## src/rtl/alu_seq_if.sv

```systemverilog
// alu_seq_if: request/result bundle between the issuing stage and alu_seq.
//   i_start   request strobe, sampled by the ALU only while idle
//   i_a, i_b  operands (WIDTH bits), captured on an accepted request
//   i_op      4-bit opcode, captured on an accepted request
//   o_r       registered result (WIDTH bits)
//   o_f       registered flags {overflow/error, carry/borrow, zero}
//   o_busy    high while an iterative operation is in flight
//   o_done    one-cycle pulse when o_r/o_f update
// master drives requests and observes results; slave is the ALU side.
interface alu_seq_if #(
  parameter int WIDTH = 8
);
  logic             i_start;
  logic [WIDTH-1:0] i_a;
  logic [WIDTH-1:0] i_b;
  logic [3:0]       i_op;
  logic [WIDTH-1:0] o_r;
  logic [2:0]       o_f;
  logic             o_busy;
  logic             o_done;

  modport master (
    output i_start, i_a, i_b, i_op,
    input  o_r, o_f, o_busy, o_done
  );

  modport slave (
    input  i_start, i_a, i_b, i_op,
    output o_r, o_f, o_busy, o_done
  );
endinterface

```

## src/rtl/alu_seq.sv

```systemverilog
// alu_seq: width-generic registered ALU with start/busy/done handshake.
// Single-cycle ops (add, sub, logic, shifts, compare, errors, divide by
// zero) complete on the accepting edge. MUL/DIV/MOD run WIDTH iteration
// steps (shift-add / restoring divide) and deliver one cycle later, for a
// total latency of WIDTH+1 cycles.
// Ports:
//   clk    rising-edge clock
//   rst_n  asynchronous active-low reset; discards any in-flight op
//   bus    alu_seq_if slave modport (request in, result/flags/busy/done out)
module alu_seq #(
  parameter int WIDTH = 8
) (
  input  logic      clk,
  input  logic      rst_n,
  alu_seq_if.slave  bus
);

  localparam int SW = $clog2(WIDTH);
  localparam logic [SW-1:0] CNT_ONE  = {{(SW-1){1'b0}}, 1'b1};
  localparam logic [SW-1:0] CNT_LAST = SW'(WIDTH - 1);

  localparam logic [3:0] OP_ADD = 4'b0000;
  localparam logic [3:0] OP_SUB = 4'b0001;
  localparam logic [3:0] OP_AND = 4'b0010;
  localparam logic [3:0] OP_OR  = 4'b0011;
  localparam logic [3:0] OP_XOR = 4'b0100;
  localparam logic [3:0] OP_NOT = 4'b0101;
  localparam logic [3:0] OP_SHL = 4'b0110;
  localparam logic [3:0] OP_SHR = 4'b0111;
  localparam logic [3:0] OP_MUL = 4'b1000;
  localparam logic [3:0] OP_DIV = 4'b1001;
  localparam logic [3:0] OP_MOD = 4'b1010;
  localparam logic [3:0] OP_CMP = 4'b1011;

  typedef enum logic [1:0] {
    S_IDLE   = 2'b00,
    S_ITER   = 2'b01,
    S_FINISH = 2'b10
  } state_t;

  state_t           r_state;
  logic [SW-1:0]    r_cnt;
  logic [WIDTH-1:0] r_a;
  logic [WIDTH-1:0] r_b;
  logic [3:0]       r_op;
  logic [WIDTH-1:0] r_acc;   // MUL: high product half; DIV/MOD: partial remainder
  logic [WIDTH-1:0] r_q;     // MUL: multiplier -> low product; DIV/MOD: dividend -> quotient
  logic [WIDTH-1:0] r_r;
  logic [2:0]       r_f;
  logic             r_busy;
  logic             r_done;

  logic [WIDTH:0]   w_sum;
  logic [WIDTH:0]   w_diff;
  logic [WIDTH:0]   w_shl;
  logic [WIDTH:0]   w_shr;
  logic [SW-1:0]    w_sh;
  logic [WIDTH-1:0] w_res;
  logic [2:0]       w_flg;
  logic             w_err;
  logic             w_iter;

  logic [WIDTH:0]   w_mul_sum;
  logic [WIDTH:0]   w_div_shift;
  logic [WIDTH:0]   w_div_trial;
  logic             w_div_ge;
  logic [WIDTH-1:0] w_fin_r;
  logic [2:0]       w_fin_f;

  assign bus.o_r    = r_r;
  assign bus.o_f    = r_f;
  assign bus.o_busy = r_busy;
  assign bus.o_done = r_done;

  // Single-cycle result/flags from the live request, plus iterative-op detect.
  always_comb begin
    w_sh   = bus.i_b[SW-1:0];
    w_sum  = {1'b0, bus.i_a} + {1'b0, bus.i_b};
    w_diff = {1'b0, bus.i_a} - {1'b0, bus.i_b};
    // One extra bit on each side catches the last bit shifted out.
    w_shl  = {1'b0, bus.i_a} << w_sh;
    w_shr  = {bus.i_a, 1'b0} >> w_sh;
    w_res  = {WIDTH{1'b0}};
    w_flg  = 3'b000;
    w_err  = 1'b0;
    w_iter = 1'b0;
    case (bus.i_op)
      OP_ADD: begin
        w_res    = w_sum[WIDTH-1:0];
        w_flg[1] = w_sum[WIDTH];
        w_flg[2] = (bus.i_a[WIDTH-1] == bus.i_b[WIDTH-1]) &&
                   (w_sum[WIDTH-1] != bus.i_a[WIDTH-1]);
      end
      OP_SUB, OP_CMP: begin
        w_res    = (bus.i_op == OP_CMP) ? r_r : w_diff[WIDTH-1:0];
        w_flg[1] = w_diff[WIDTH];
        w_flg[2] = (bus.i_a[WIDTH-1] != bus.i_b[WIDTH-1]) &&
                   (w_diff[WIDTH-1] != bus.i_a[WIDTH-1]);
      end
      OP_AND: w_res = bus.i_a & bus.i_b;
      OP_OR:  w_res = bus.i_a | bus.i_b;
      OP_XOR: w_res = bus.i_a ^ bus.i_b;
      OP_NOT: w_res = ~bus.i_a;
      OP_SHL: begin
        w_res    = w_shl[WIDTH-1:0];
        w_flg[1] = w_shl[WIDTH];
      end
      OP_SHR: begin
        w_res    = w_shr[WIDTH:1];
        w_flg[1] = w_shr[0];
      end
      OP_MUL: w_iter = 1'b1;
      OP_DIV, OP_MOD: begin
        if (bus.i_b == {WIDTH{1'b0}}) begin
          w_res = {WIDTH{1'b1}};
          w_err = 1'b1;
        end else begin
          w_iter = 1'b1;
        end
      end
      default: w_err = 1'b1;
    endcase
    // CMP keeps R, so its zero flag comes from the difference instead.
    if (w_err) begin
      w_flg = 3'b100;
    end else if (bus.i_op == OP_CMP) begin
      w_flg[0] = (w_diff[WIDTH-1:0] == {WIDTH{1'b0}});
    end else begin
      w_flg[0] = (w_res == {WIDTH{1'b0}});
    end
  end

  // Datapath for one iteration step and for the final result.
  always_comb begin
    w_mul_sum   = {1'b0, r_acc} + (r_q[0] ? {1'b0, r_a} : {(WIDTH+1){1'b0}});
    w_div_shift = {r_acc, r_q[WIDTH-1]};
    w_div_trial = w_div_shift - {1'b0, r_b};
    // Remainder stays below the divisor, so bit WIDTH of the trial is a clean borrow.
    w_div_ge    = ~w_div_trial[WIDTH];
    case (r_op)
      OP_MUL: begin
        w_fin_r = r_q;
        w_fin_f = {(|r_acc), (|r_acc), (r_q == {WIDTH{1'b0}})};
      end
      OP_DIV: begin
        w_fin_r = r_q;
        w_fin_f = {2'b00, (r_q == {WIDTH{1'b0}})};
      end
      OP_MOD: begin
        w_fin_r = r_acc;
        w_fin_f = {2'b00, (r_acc == {WIDTH{1'b0}})};
      end
      default: begin
        w_fin_r = {WIDTH{1'b0}};
        w_fin_f = 3'b100;
      end
    endcase
  end

  // Control FSM with registered result, flags, busy and done.
  always_ff @(posedge clk or negedge rst_n) begin
    if (!rst_n) begin
      r_state <= S_IDLE;
      r_cnt   <= {SW{1'b0}};
      r_a     <= {WIDTH{1'b0}};
      r_b     <= {WIDTH{1'b0}};
      r_op    <= 4'b0000;
      r_acc   <= {WIDTH{1'b0}};
      r_q     <= {WIDTH{1'b0}};
      r_r     <= {WIDTH{1'b0}};
      r_f     <= 3'b000;
      r_busy  <= 1'b0;
      r_done  <= 1'b0;
    end else begin
      case (r_state)
        S_IDLE: begin
          if (bus.i_start) begin
            if (w_iter) begin
              r_a     <= bus.i_a;
              r_b     <= bus.i_b;
              r_op    <= bus.i_op;
              r_acc   <= {WIDTH{1'b0}};
              r_q     <= (bus.i_op == OP_MUL) ? bus.i_b : bus.i_a;
              r_cnt   <= {SW{1'b0}};
              r_busy  <= 1'b1;
              r_done  <= 1'b0;
              r_state <= S_ITER;
            end else begin
              r_r    <= w_res;
              r_f    <= w_flg;
              r_done <= 1'b1;
            end
          end else begin
            r_done <= 1'b0;
          end
        end
        S_ITER: begin
          r_done <= 1'b0;
          if (r_op == OP_MUL) begin
            r_acc <= w_mul_sum[WIDTH:1];
            r_q   <= {w_mul_sum[0], r_q[WIDTH-1:1]};
          end else if (w_div_ge) begin
            r_acc <= w_div_trial[WIDTH-1:0];
            r_q   <= {r_q[WIDTH-2:0], 1'b1};
          end else begin
            r_acc <= w_div_shift[WIDTH-1:0];
            r_q   <= {r_q[WIDTH-2:0], 1'b0};
          end
          r_cnt <= r_cnt + CNT_ONE;
          if (r_cnt == CNT_LAST) begin
            r_state <= S_FINISH;
          end else begin
            r_state <= S_ITER;
          end
        end
        S_FINISH: begin
          r_r     <= w_fin_r;
          r_f     <= w_fin_f;
          r_done  <= 1'b1;
          r_busy  <= 1'b0;
          r_cnt   <= {SW{1'b0}};
          r_state <= S_IDLE;
        end
        default: begin
          r_busy  <= 1'b0;
          r_done  <= 1'b0;
          r_state <= S_IDLE;
        end
      endcase
    end
  end

endmodule
```

## src/flat_wrapper.sv

```systemverilog
// flat-port wrapper written by rule: the top's interface ports become plain ports
module alu_seq_flat 
#(
  parameter int WIDTH = 8
)
  (clk, rst_n, bus_i_start, bus_i_a, bus_i_b, bus_i_op, bus_o_r, bus_o_f, bus_o_busy, bus_o_done);
  alu_seq_if #(.WIDTH(WIDTH)) bus_i ();
  input  logic clk;
  input  logic rst_n;
  input wire logic [$bits(bus_i.i_start)-1:0] bus_i_start;
  input wire logic [$bits(bus_i.i_a)-1:0] bus_i_a;
  input wire logic [$bits(bus_i.i_b)-1:0] bus_i_b;
  input wire logic [$bits(bus_i.i_op)-1:0] bus_i_op;
  output wire logic [$bits(bus_i.o_r)-1:0] bus_o_r;
  output wire logic [$bits(bus_i.o_f)-1:0] bus_o_f;
  output wire logic [$bits(bus_i.o_busy)-1:0] bus_o_busy;
  output wire logic [$bits(bus_i.o_done)-1:0] bus_o_done;
  assign bus_i.i_start = bus_i_start;
  assign bus_i.i_a = bus_i_a;
  assign bus_i.i_b = bus_i_b;
  assign bus_i.i_op = bus_i_op;
  assign bus_o_r = bus_i.o_r;
  assign bus_o_f = bus_i.o_f;
  assign bus_o_busy = bus_i.o_busy;
  assign bus_o_done = bus_i.o_done;
  alu_seq #(.WIDTH(WIDTH)) u_core (.clk(clk), .rst_n(rst_n), .bus(bus_i));
endmodule
```

## config.mk

```make
export PLATFORM = sky130hd
export DESIGN_NAME = alu_seq_flat
export DESIGN_NICKNAME = d
export VERILOG_FILES = /design/src/rtl/alu_seq_if.sv /design/src/rtl/alu_seq.sv /design/src/flat_wrapper.sv
export SDC_FILE = /design/constraint.sdc
export NUM_CORES = 1
export LEC_CHECK = 0
export BUFFER_PORTS_ARGS = -buffer_cell sky130_fd_sc_hd__clkbuf_2
export CORE_ASPECT_RATIO = 0.7
export CORE_MARGIN = 4
export CORE_UTILIZATION = 40
export DETAILED_ROUTE_END_ITERATION = 8
export PLACE_DENSITY_LB_ADDON = 0.05
export REMOVE_ABC_BUFFERS = 1
export SETUP_SLACK_MARGIN = 0.1
export SLEW_MARGIN = 15
export SYNTH_ARGS = -nofsm -noshare
export SYNTH_HDL_FRONTEND = slang
export SYNTH_SLANG_ARGS = --single-unit
```

## constraint.sdc

```tcl
create_clock -name clk -period 2.8 [get_ports clk]
set_clock_uncertainty 0.15 [all_clocks]
set_input_delay 0.28 -clock clk [delete_from_list [all_inputs] [get_ports clk]]
set_output_delay 0.28 -clock clk [all_outputs]
set_load 0.05 [all_outputs]
```

# Word-level counts from Yosys, hierarchy flattened
# Cells that the tools add are included.
[classes] shifts=2 reduce_logical=23 n_eq_ne=24 n_mux=45 bitwise_logic=5 addsub=5
[op_table] cell="8-bit 2-to-1 mux" n=13
[op_table] cell="8-bit case mux with 9 select lines" n=1
[op_table] cell="8-bit case mux with 2 select lines" n=4
[op_table] cell="8-bit logical NOT" n=5
[op_table] cell="4-bit == test, second input constant" n=7
[op_table] cell="3-bit case mux with 3 select lines" n=2
[op_table] cell="4-bit by 3-bit == test with 1-bit output, second input constant" n=4
[op_table] cell="3-bit AND reduction" n=5
[op_table] cell="3-bit 2-to-1 mux" n=4
[op_table] cell="1-bit case mux with 2 select lines" n=5
[op_table] cell="10-bit OR reduction" n=1
[op_table] cell="8-bit by 8-bit adder with 9-bit output" n=1
[op_table] cell="8-bit by 9-bit adder with 9-bit output" n=1
[op_table] cell="1-bit 2-to-1 mux" n=9
[op_table] cell="8-bit by 3-bit << shifter with 9-bit output" n=1
[op_table] cell="9-bit by 3-bit >> shifter with 9-bit output" n=1
[op_table] cell="8-bit by 8-bit subtractor with 9-bit output" n=1
[op_table] cell="9-bit by 8-bit subtractor with 9-bit output" n=1
[op_table] cell="8-bit bitwise AND" n=1
[op_table] cell="4-bit by 2-bit == test with 1-bit output, second input constant" n=2
[op_table] cell="2-bit 2-to-1 mux" n=4
[op_table] cell="8-bit NOT" n=1
[op_table] cell="8-bit bitwise OR" n=1
[op_table] cell="8-bit OR reduction" n=1
[op_table] cell="other kinds (21)" n=28
[word_totals] elab_cells=115 regBits=54 output_inout_bits=13

# Logic depth before layout (Yosys ltp)
# Gate-level depths: netlist of run 1.
[logic_depth] ltp_word=9 depth_mapped=12

# Worst setup path after synthesis of run 1
# OpenSTA, ideal clock, no wires.
[synth_timing] path_type="register to register" from="register u_core.r_q[7]" to="register u_core.r_acc[6]" arrival_time_ns=2.696 n_path_buf=1 t_required_ns=2.523 period_less_slack_ns=2.973 path_stages_with_launch=13 path_slack_ns=-0.173 setup_ns=0.127 cell_sequence="dfrtp_1 inv_1 ha_1 inv_1 fa_1 a21oi_1 o2111ai_1 a31oi_1 xnor2_1 clkbuf_1 mux2_2 o21ai_0 o21ai_0"
[synth_between] elab_chain_len=4
[synth_lines] element="from (decl)" line="alu_seq.sv:47" text="logic [WIDTH-1:0] r_q;"
[synth_lines] element="from (signal assigned)" line="alu_seq.sv:169" text="r_q <= {WIDTH{1'b0}};"
[synth_lines] element="from (signal assigned)" line="alu_seq.sv:183" text="r_q <= (bus.i_op == OP_MUL) ? bus.i_b : bus.i_a;"
[synth_lines] element="from (signal assigned)" line="alu_seq.sv:201" text="r_q <= {w_mul_sum[0], r_q[WIDTH-1:1]};"
[synth_lines] element="9-bit by 8-bit subtractor with 9-bit output" line="alu_seq.sv:137" text="w_div_trial = w_div_shift - {1'b0, r_b};"
[synth_lines] element="8-bit 2-to-1 mux" line="alu_seq.sv:202" text="end else if (w_div_ge) begin"
[synth_lines] element="8-bit 2-to-1 mux" line="alu_seq.sv:199" text="if (r_op == OP_MUL) begin"
[synth_lines] element="8-bit case mux with 2 select lines" line="alu_seq.sv:175" text="case (r_state)"
[synth_lines] element="to (signal assigned)" line="alu_seq.sv:200" text="r_acc <= w_mul_sum[WIDTH:1];"
[synth_lines] element="to (signal assigned)" line="alu_seq.sv:203" text="r_acc <= w_div_trial[WIDTH-1:0];"
[synth_lines] element="to (signal assigned)" line="alu_seq.sv:206" text="r_acc <= w_div_shift[WIDTH-1:0];"
[synth_lines] element="to (decl)" line="alu_seq.sv:46" text="logic [WIDTH-1:0] r_acc;"
# Every way passes these cells.
# A chain may end at the register's enable or synchronous reset.

# Worst setup path in the final report of run 1
[layout_timing] from="register u_core.r_q[0]" to="register u_core.r_acc[7]"
[layout_between] elab_chain_len=4
[layout_lines] element="8-bit 2-to-1 mux" line="alu_seq.sv:135" text="w_mul_sum = {1'b0, r_acc} + (r_q[0] ? {1'b0, r_a} : {(WIDTH+1){1'b0}});"
[layout_lines] element="8-bit by 9-bit adder with 9-bit output" line="alu_seq.sv:135"
[layout_lines] element="8-bit 2-to-1 mux" line="alu_seq.sv:199"
[layout_lines] element="8-bit case mux with 2 select lines" line="alu_seq.sv:175"
[layout_lines] element="to (signal assigned)" line="alu_seq.sv:182" text="r_acc <= {WIDTH{1'b0}};"
[layout_lines] element="to (signal assigned)" line="alu_seq.sv:200"
[layout_lines] element="to (signal assigned)" line="alu_seq.sv:203"
# Every way passes these cells.

==> impl_metrics.csv, run 1 <==
group,metric,value,unit
worst_hold_path,holdPathEnd,"u_core.r_b[5]",
grt,grt_antenna_before_repair,0,
routing,drc,0,
sta,setup_viol,0,
cts,cts_tree,"built",
setup_path,worst_r2r_startpoint,"u_core.r_q[0]",
synthesis,ys_types,71,
worst_hold_path,whs_path_depth,3,
synthesis,synth-async-reset-ratio,100,%
sta,rsz0062_at_grt,"yes",
setup_path,worstPathArrival,2.74,ns
floorplan,die_area,0.0161,mm²
synthesis,synth.avg_cell_area,7.92,µm²
setup_path,critical_path_required,2.84,ns
synthesis,yosys.area.top_type,"dfrtp_1",
synthesis,yosys.area_share.simple,21.6,%
routing,antenna_left,0,
routing,wl_per_cell,21.8,µm
routing,viasPerCell,5.98,
synthesis,yosysWarningCount,0,
cts,clock_latency,0.30,ns
pwr,leakagePower,0.00338,µW
cts,cts_sinks,54,
sta,finalCritPeriodShare,96.7,%
cts,clock_path_buffers,2,
floorplan,die_y,107,µm
run_status,status,"completed",
routing,routed_wl,22300,µm
pwr,max-vdd-ir-drop,0.000548,V
grt,grt_pass1_vias,5797,
placed_design,io_buffers,35,
floorplan,ioPinCount,36,
synthesis,synth_most_common_cell,"nand2_1",
synthesis,synth_top_family_by_area,"compound AO/OA/AOI/OAI gates",
flow_run,maxCapViolCount,0,
setup_path,worst_setup_path_end_kind,"flop",
synthesis,ys_seq_area_share,24.0,%
finish,nNetsFinal,905,
grt,grt_start_max_net_pins,39,
grt,grtUsageTotal,27.8,%
sta,slew_viol_final,0,
pwr,p_per_area,928,mW/mm²
cts,clk_pin_slew_worst_paths,0.07,ns
synthesis,muxShareOfSynthArea,7.39,%
setup_path,r2r-end,"u_core.r_acc[7]",
routing,num_vias,6135,
synthesis,ys_top_cells_by_area,"dfrtp_1, ha_1, o21ai_0",
worst_hold_path,min_path_type,"primary input to flop",
routing,first_iter_violations,616,
setup_path,rr_worst_depth,10,
finish,area_growth,31.6,%
cts,htreeDepth,2,
placed_design,routabilityCongestion,0.951,
sta,hold_viol,0,
cts,cts_buffers,5,
synthesis,synth-adder-area-share,11.0,%
floorplan,fp-row-count,36,
sta,fmax,0.369,GHz
setup_path,reg2reg_slack,0.09,ns
synthesis,synthCells,712,
sta,whs,0.208,ns
synthesis,synth_edf_count,0,
setup_path,worst_setup_path_start_kind,"flop",
sta,min_period,2.71,ns
grt,grt_pass1_wl,34200,µm
floorplan,fp.dieW,150,µm
synthesis,synth_top_area_share,24.0,%
setup_path,cp_max_fo,5,
floorplan,core,0.0139,mm²
placed_design,hpwl,17700,µm
setup_path,crit_type,"flop to flop",
synthesis,synthFlopType,"dfrtp_1",
routing,drt_pass1_iterations,5,
finish,n_antenna_cell,0,
synthesis,synthTopCellsByCount,"nand2_1, o21ai_0, dfrtp_1, nor2_1, inv_1",
synthesis,synth_area,0.00564,mm²
synthesis,synth.ff_latch_count,54,
worst_hold_path,hold_path.startpoint,"bus_i_b[5]",
sta,tightest_slew,0.798,ns
synthesis,synth_compound_area_share,26.4,%
synthesis,synth-xor-area-share,2.33,%
floorplan,initial_core_util,40.7,%
sta,slew_headroom,46.0,%
grt,overflow,0,
finish,drive_above_1_share,29.7,%
finish,fin_util,53.5,%
cts,cts_root_buf,"clkbuf_16",
[through the flow]
| stage | total power, µW | setup TNS, ns | cells | setup WS, ns | cell area, µm² |
|---|---|---|---|---|---|
| 2_1_floorplan | 4050 | -0.412 | 661 | -0.179 | 5410 |
| 3_3_place_gp | 5490 | -2.00 | 1013 | -0.285 | 6820 |
| 3_5_place_dp | 5550 | -2.85 | 1013 | -0.403 | 6820 |
| 4_1_cts | 6630 | 0 | 1022 | 0.0708 | 7140 |
| 5_1_grt | 7420 | -0.186 | 1026 | -0.0576 | 7420 |
| 6_report | 6890 | 0 | 1026 | 0.0922 | 7420 |
[logic make-up (layout without fill, tap and decap cells)]
| family | after synthesis | count (layout) |
|---|---|---|
| AND/OR/NAND/NOR | 241 | 241 |
| AO/OA/AOI/OAI | 223 | 223 |
| buffers and inverters | 101 | 225 |
| flip-flops | 54 | 54 |
| adder cells (fa/ha/maj) | 47 | 47 |
| multiplexers | 31 | 31 |
| XOR/XNOR | 15 | 15 |
[per-layer routing]
metal	wire length, µm	vias up	global-route usage [%]
met4	208	0	3.98
met2	8980	264	37.7
li1	-	2844	-
met5	0	-	0
met1	11200	3013	46.0
met3	1890	14	4.63
[sequential cells by signal, summed over array words and instances, names as in the netlist]
name	count
u_core.r_b	8
u_core.r_acc	8
u_core.bus.o_r	8
u_core.bus.o_f	3
u_core.r_op	4
u_core.r_cnt	3
u_core.bus.o_done	1
u_core.r_q	8
u_core.r_state	2
u_core.r_a	8
u_core.bus.o_busy	1
[cell usage in the layout, fill, tap and decap left out, types with 15 or more instances in the layout]
cell and n:
a21oi_1 35, and2_1 16, buf_4 126, clkbuf_2 32, dfrtp_1 54, ha_1 39
inv_1 46, mux2i_1 17, nand2_1 76, nand3_1 15, nor2_1 51, o21ai_0 55
[final cells by class]
class | instances | area (µm²)
flip-flops and latches | 54 | 1350
multi-input cells | 557 | 4220
clock inverters | 2 | 60.1
repair buffers | 167 | 1220
well taps | 190 | 238
clock buffers | 6 | 139
fillers | 1383 | 6450
inverters | 50 | 190
[worst max-delay path: stages (launching register included)]
cell,delay [ns]
dfrtp_1,0.42
and2_1,0.16
ha_1,0.21
fa_2,0.38
a21oi_4,0.19
o21bai_4,0.10
a211oi_2,0.23
o21bai_1,0.12
a211oi_2,0.26
nor2_1,0.06
a221o_1,0.32
[what timing repair did]
| action | in CTS | in global routing |
|---|---|---|
| buffers inserted | 0 | 4 |
| resized for setup | 29 | 51 |
| pin swaps | 18 | 28 |
| hold buffers | 1 | 0 |
| hold endpoints to repair | 19 | 0 |
| setup endpoints to repair | 11 | 14 |
[report_power, final]
part / switching (µW) / internal [µW]
clock: 302 / 538
combinational: 2570 / 1940
sequential: 397 / 1150
[how the worst max path moves through the flow]
stage | startpoint | endpoint | cells past startpoint
2_1_floorplan | u_core.r_q[7] | u_core.r_acc[7] | 11
3_3_place_gp | bus_i_a[0] | u_core.bus.o_f[0] | 12
3_5_place_dp | bus_i_a[0] | u_core.bus.o_f[0] | 12
4_1_cts | u_core.r_q[7] | u_core.r_acc[1] | 12
5_1_grt | u_core.r_q[7] | u_core.r_acc[4] | 12
6_report | u_core.r_q[0] | u_core.r_acc[7] | 10
Power figures use the tool's default switching activity.
==> run 2, diff against run 1 <==
--- a/config.mk
+++ b/config.mk
@@ -6,7 +6,7 @@
 export NUM_CORES = 1
 export LEC_CHECK = 0
 export BUFFER_PORTS_ARGS = -buffer_cell sky130_fd_sc_hd__clkbuf_2
-export CORE_ASPECT_RATIO = 0.7
+export CORE_ASPECT_RATIO = 1.1
 export CORE_MARGIN = 4
 export CORE_UTILIZATION = 40
 export DETAILED_ROUTE_END_ITERATION = 8
==> impl_metrics.csv, run 2 (same netlist as run 1, synthesis figures left out) <==
group,metric,value,unit
run_status,status,"completed",
setup_path,worst_r2r_startpoint,"u_core.r_q[7]",
routing,wl_per_cell,21.0,µm
finish,area_growth,28.4,%
placed_design,hpwl,17100,µm
floorplan,die_y,133,µm
floorplan,fp.dieW,121,µm
sta,finalCritPeriodShare,98.3,%
routing,routed_wl,21300,µm
setup_path,crit_type,"flop to flop",
grt,overflow,0,
grt,grt_pass1_vias,5832,
sta,tightest_slew,0.789,ns
pwr,leakagePower,0.00331,µW
routing,num_vias,5897,
worst_hold_path,min_path_type,"primary input to flop",
finish,layout_commonest_cell,"buf_4",
setup_path,reg2reg_slack,0.05,ns
floorplan,initial_core_util,40.9,%
grt,grt_start_max_net_pins,39,
setup_path,r2r-end,"u_core.r_acc[7]",
sta,rsz0062_at_grt,"yes",
cts,cts_buffers,5,
placed_design,pre_cts_slack,-0.394,ns
sta,min_period,2.75,ns
cts,htreeDepth,2,
sta,slew_headroom,46.6,%
cts,cts_tree,"built",
cts,cts_root_buf,"clkbuf_16",
finish,n_antenna_cell,0,
setup_path,critical_path.top_delay_family,"compound AO/OA/AOI/OAI gates",
setup_path,slowest_delay,0.40,ns
setup_path,worst-path-buf-inv,3,
finish,drive_above_1_share,27.3,%
sta,slew_viol_final,0,
sta,setup_viol,0,
grt,grt_pass1_wl,32800,µm
pwr,max-vdd-ir-drop,0.000335,V
setup_path,crit_path_cell_trace,"inv_2, ha_4, inv_2, fa_2, a21oi_4, o2111ai_2, a31oi_2, xnor2_2, buf_4, nor2b_1, a211o_1, a221o_1",
placed_design,io_buffers,35,
grt,grt_antenna_before_repair,0,
sta,fmax,0.363,GHz
placed_design,routabilityCongestion,0.993,
routing,drt_pass1_iterations,5,
pwr,p_per_area,897,mW/mm²
worst_hold_path,whs_path_depth,3,
floorplan,core,0.0138,mm²
pwr,p_total,6500,µW
setup_path,worst_setup_path_end_kind,"flop",
setup_path,worstPathArrival,2.80,ns
sta,setup_ws,0.0482,ns
cts,cts_sinks,54,
grt,grtUsageTotal,26.0,%
floorplan,fp-row-count,45,
cts,clock_path_buffers,2,
sta,whs,0.191,ns
routing,antenna_left,0,
finish,mostFrequentLayoutCells,"buf_4, nand2_1, o21ai_0, dfrtp_1, nor2_1",
setup_path,crit_top_cell,"inv_2",
flow_run,maxCapViolCount,0,
worst_hold_path,hold_path.startpoint,"bus_i_b[5]",
setup_path,slowest_stage,"dfrtp_1",
setup_path,rr_worst_depth,12,
routing,drc,0,
routing,viasPerCell,5.80,
setup_path,cp_max_fo,4,
worst_hold_path,holdPathEnd,"u_core.r_b[5]",
floorplan,die_area,0.0161,mm²
finish,nNetsFinal,898,
cts,clk_pin_slew_worst_paths,0.08,ns
sta,hold_viol,0,
setup_path,worst_setup_path_start_kind,"flop",
cts,clock_latency,0.30,ns
floorplan,ioPinCount,36,
setup_path,critical_path_required,2.85,ns
routing,first_iter_violations,458,
==> run 2: worst min-delay path, stage by stage <==
cell,delay (ns)
clkbuf_2,0.11
inv_1,0.11
o21ai_0,0.10
==> run 2: metrics by stage <==
step / TNS [ns] / area [µm²] / utilization (%) / cells
3_5_place_dp: -2.88 / 6780 / 49.1 / 1002
2_1_floorplan: -0.412 / 5410 / - / 661
6_report: 0 / 7250 / 52.5 / 1017
3_3_place_gp: -1.75 / 6780 / 49.1 / 1002
5_1_grt: -0.152 / 7250 / 52.5 / 1017
4_1_cts: -0.0374 / 7020 / 50.9 / 1012
==> run 2: area by class of cell <==
cell class / instances / area [µm²]
inverters: 50 / 193
flip-flops and latches: 54 / 1350
fillers: 1396 / 6550
repair buffers: 160 / 1210
multi-input cells: 557 / 4110
clock buffers: 5 / 125
clock inverters: 3 / 26.3
well taps: 188 / 235
==> run 2: routing by layer <==
metal	part of all wire (%)	GRT usage, %	vias to the layer above
met1	41	32.1	2833
met4	4.9	10.8	0
li1	-	-	2834
met3	3.6	1.92	55
met5	0	0	-
met2	50	46.6	175
==> run 2: timing repair <==
item | in CTS | in global routing
buffers inserted | 1 | 5
hold buffers | 1 | 0
resized for setup | 18 | 45
pin swaps | 9 | 29
endpoints found under the setup margin | 11 | 12
hold endpoints to repair | 27 | 0
==> run 2: worst max-delay path by stage <==
stage,startpoint,endpoint,slack [ns],depth (start not counted)
2_1_floorplan,u_core.r_q[7],u_core.r_acc[7],-0.18,11
3_3_place_gp,bus_i_a[0],u_core.bus.o_f[0],-0.29,13
3_5_place_dp,bus_i_a[0],u_core.bus.o_f[0],-0.39,11
4_1_cts,u_core.r_q[7],u_core.r_acc[7],-0.03,12
5_1_grt,u_core.r_q[7],u_core.r_acc[7],-0.05,12
6_report,u_core.r_q[7],u_core.r_acc[7],0.05,12
==> run 2: power breakdown <==
part	internal, µW	switching, µW
clock network	338	320
registers	1150	392
logic	1910	2390
==> run 3, diff against run 2 <==
--- a/config.mk
+++ b/config.mk
@@ -10,6 +10,7 @@
 export CORE_MARGIN = 4
 export CORE_UTILIZATION = 40
 export DETAILED_ROUTE_END_ITERATION = 8
+export GPL_TIMING_DRIVEN = 0
 export PLACE_DENSITY_LB_ADDON = 0.05
 export REMOVE_ABC_BUFFERS = 1
 export SETUP_SLACK_MARGIN = 0.1
==> impl_metrics.csv, run 3 (same netlist as run 1, synthesis figures left out) <==
group,metric,value,unit
run_status,status,"completed",
finish,final_cell_area,0.00654,mm²
floorplan,die_y,133,µm
grt,grt_antenna_before_repair,0,
setup_path,crit_type,"flop to flop",
finish,nNetsFinal,791,
finish,fin_cells,909,
sta,min_period,2.80,ns
cts,clk_pin_slew_worst_paths,0.07,ns
setup_path,slowest_delay,0.39,ns
placed_design,placedInstanceArea,0.00590,mm²
floorplan,initial_core_util,40.9,%
sta,finalCritPeriodShare,99.9,%
setup_path,worst-path-buf-inv,2,
setup_path,crit_path_cell_trace,"inv_2, ha_4, inv_2, fa_2, a21oi_4, o2111ai_2, a31oi_4, xnor2_4, and2_1, a211o_1, a221o_1",
sta,slew_headroom,38.1,%
pwr,max-vdd-ir-drop,0.000344,V
cts,cts_buffers,5,
floorplan,fp.dieW,121,µm
placed_design,routabilityCongestion,0.916,
setup_path,reg2reg_slack,0.003,ns
grt,grt_pass1_wl,30500,µm
floorplan,die_area,0.0161,mm²
setup_path,cp_max_fo,5,
pwr,p_total,6520,µW
routing,wl_per_cell,21.1,µm
setup_path,critical_path.top_delay_family,"compound AO/OA/AOI/OAI gates",
routing,antenna_left,0,
grt,grtUsageTotal,24.1,%
cts,htreeDepth,2,
finish,fin_util,47.4,%
sta,fmax,0.357,GHz
finish,n_antenna_cell,0,
setup_path,crit_top_cell,"inv_2",
setup_path,worst_setup_path_start_kind,"flop",
sta,rsz0062_at_grt,"yes",
flow_run,maxCapViolCount,0,
sta,tightest_slew,0.926,ns
routing,num_vias,5486,
floorplan,fp-row-count,45,
cts,clock_latency,0.29,ns
cts,cts_tree,"built",
grt,grt_pass1_vias,5388,
placed_design,hpwl,14400,µm
routing,drt_pass1_iterations,5,
cts,clock_path_buffers,2,
setup_path,worstPathArrival,2.83,ns
pwr,p_per_area,998,mW/mm²
finish,area_growth,15.9,%
routing,routed_wl,19200,µm
grt,overflow,0,
pwr,leakagePower,0.00279,µW
sta,slew_viol_final,0,
placed_design,dp_cells,888,
finish,mostFrequentLayoutCells,"nand2_1, o21ai_0, dfrtp_1",
cts,cts_root_buf,"clkbuf_16",
worst_hold_path,min_path_type,"primary input to flop",
routing,first_iter_violations,413,
cts,cts_sinks,54,
sta,setup_viol,0,
setup_path,slowest_stage,"dfrtp_1",
floorplan,ioPinCount,36,
floorplan,core,0.0138,mm²
finish,layout_commonest_cell,"nand2_1",
routing,drc,0,
grt,grt_start_max_net_pins,43,
sta,hold_viol,0,
setup_path,worst_setup_path_end_kind,"flop",
finish,drive_above_1_share,19.7,%
routing,viasPerCell,6.04,
setup_path,critical_path_required,2.83,ns
placed_design,io_buffers,35,
==> run 3: path summary, 6_finish.rpt <==
path,from,end,depth (start not counted)
worst max-delay path,u_core.r_q[7],u_core.r_acc[7],11
worst min-delay path,bus_i_a[0],u_core.r_a[0],3
worst max register to register,u_core.r_q[7],u_core.r_acc[7],11
worst min register to register,u_core.r_op[2],u_core.r_op[2],1
max in group asynchronous,rst_n,u_core.r_acc[0],3
min in group asynchronous,rst_n,u_core.bus.o_f[1],2
==> run 3: what timing repair did <==
action                     in CTS  in global routing
gates cloned                    1                  0
setup endpoints to repair      44                 18
hold buffers                    1                  0
pin swaps                      19                 22
buffers inserted                9                  4
gates resized for setup        60                 40
hold endpoints to repair       12                  0
==> run 3: power by group <==
group | switching, µW | internal [µW]
combinational | 2380 | 1920
clock | 287 | 328
sequential | 452 | 1160
==> run 3: layout make-up <==
cell class | instances | area (µm²)
clock inverter | 1 | 7.51
multi-input combinational | 557 | 4210
inverter | 50 | 195
tap | 188 | 235
timing repair buffer | 53 | 408
sequential | 54 | 1350
clock buffer | 6 | 129
fill | 1406 | 7260
==> run 3: worst register-to-register path: stages, from the launching register on <==
cell and delay, ns:
dfrtp_1 0.39, inv_2 0.11, ha_4 0.15, inv_2 0.03
fa_2 0.36, a21oi_4 0.16, o2111ai_2 0.18, a31oi_4 0.28
xnor2_4 0.13, and2_1 0.16, a211o_1 0.26, a221o_1 0.31
==> run 3: routing by layer <==
layer	vias up	track usage (%)	part of all wire (%)	wire length [µm]
li1	2635	-	-	-
met1	2637	31.3	42	8120
met2	166	40.6	49	9480
met3	48	2.65	4.1	797
met4	0	9.90	4.2	809
met5	-	0	0	0
==> run 3: metrics by stage <==
| step | hold WS [ns] | setup TNS [ns] | setup slack [ns] |
|---|---|---|---|
| global route | 0.224 | -0.503 | -0.0962 |
| finish | 0.205 | 0 | 0.00279 |
| detailed placement | 0.0293 | -25.96 | -1.00 |
| CTS | 0.219 | -0.0208 | -0.0103 |
| floorplan | -0.166 | -0.412 | -0.179 |
| global placement | 0.302 | -25.34 | -0.966 |
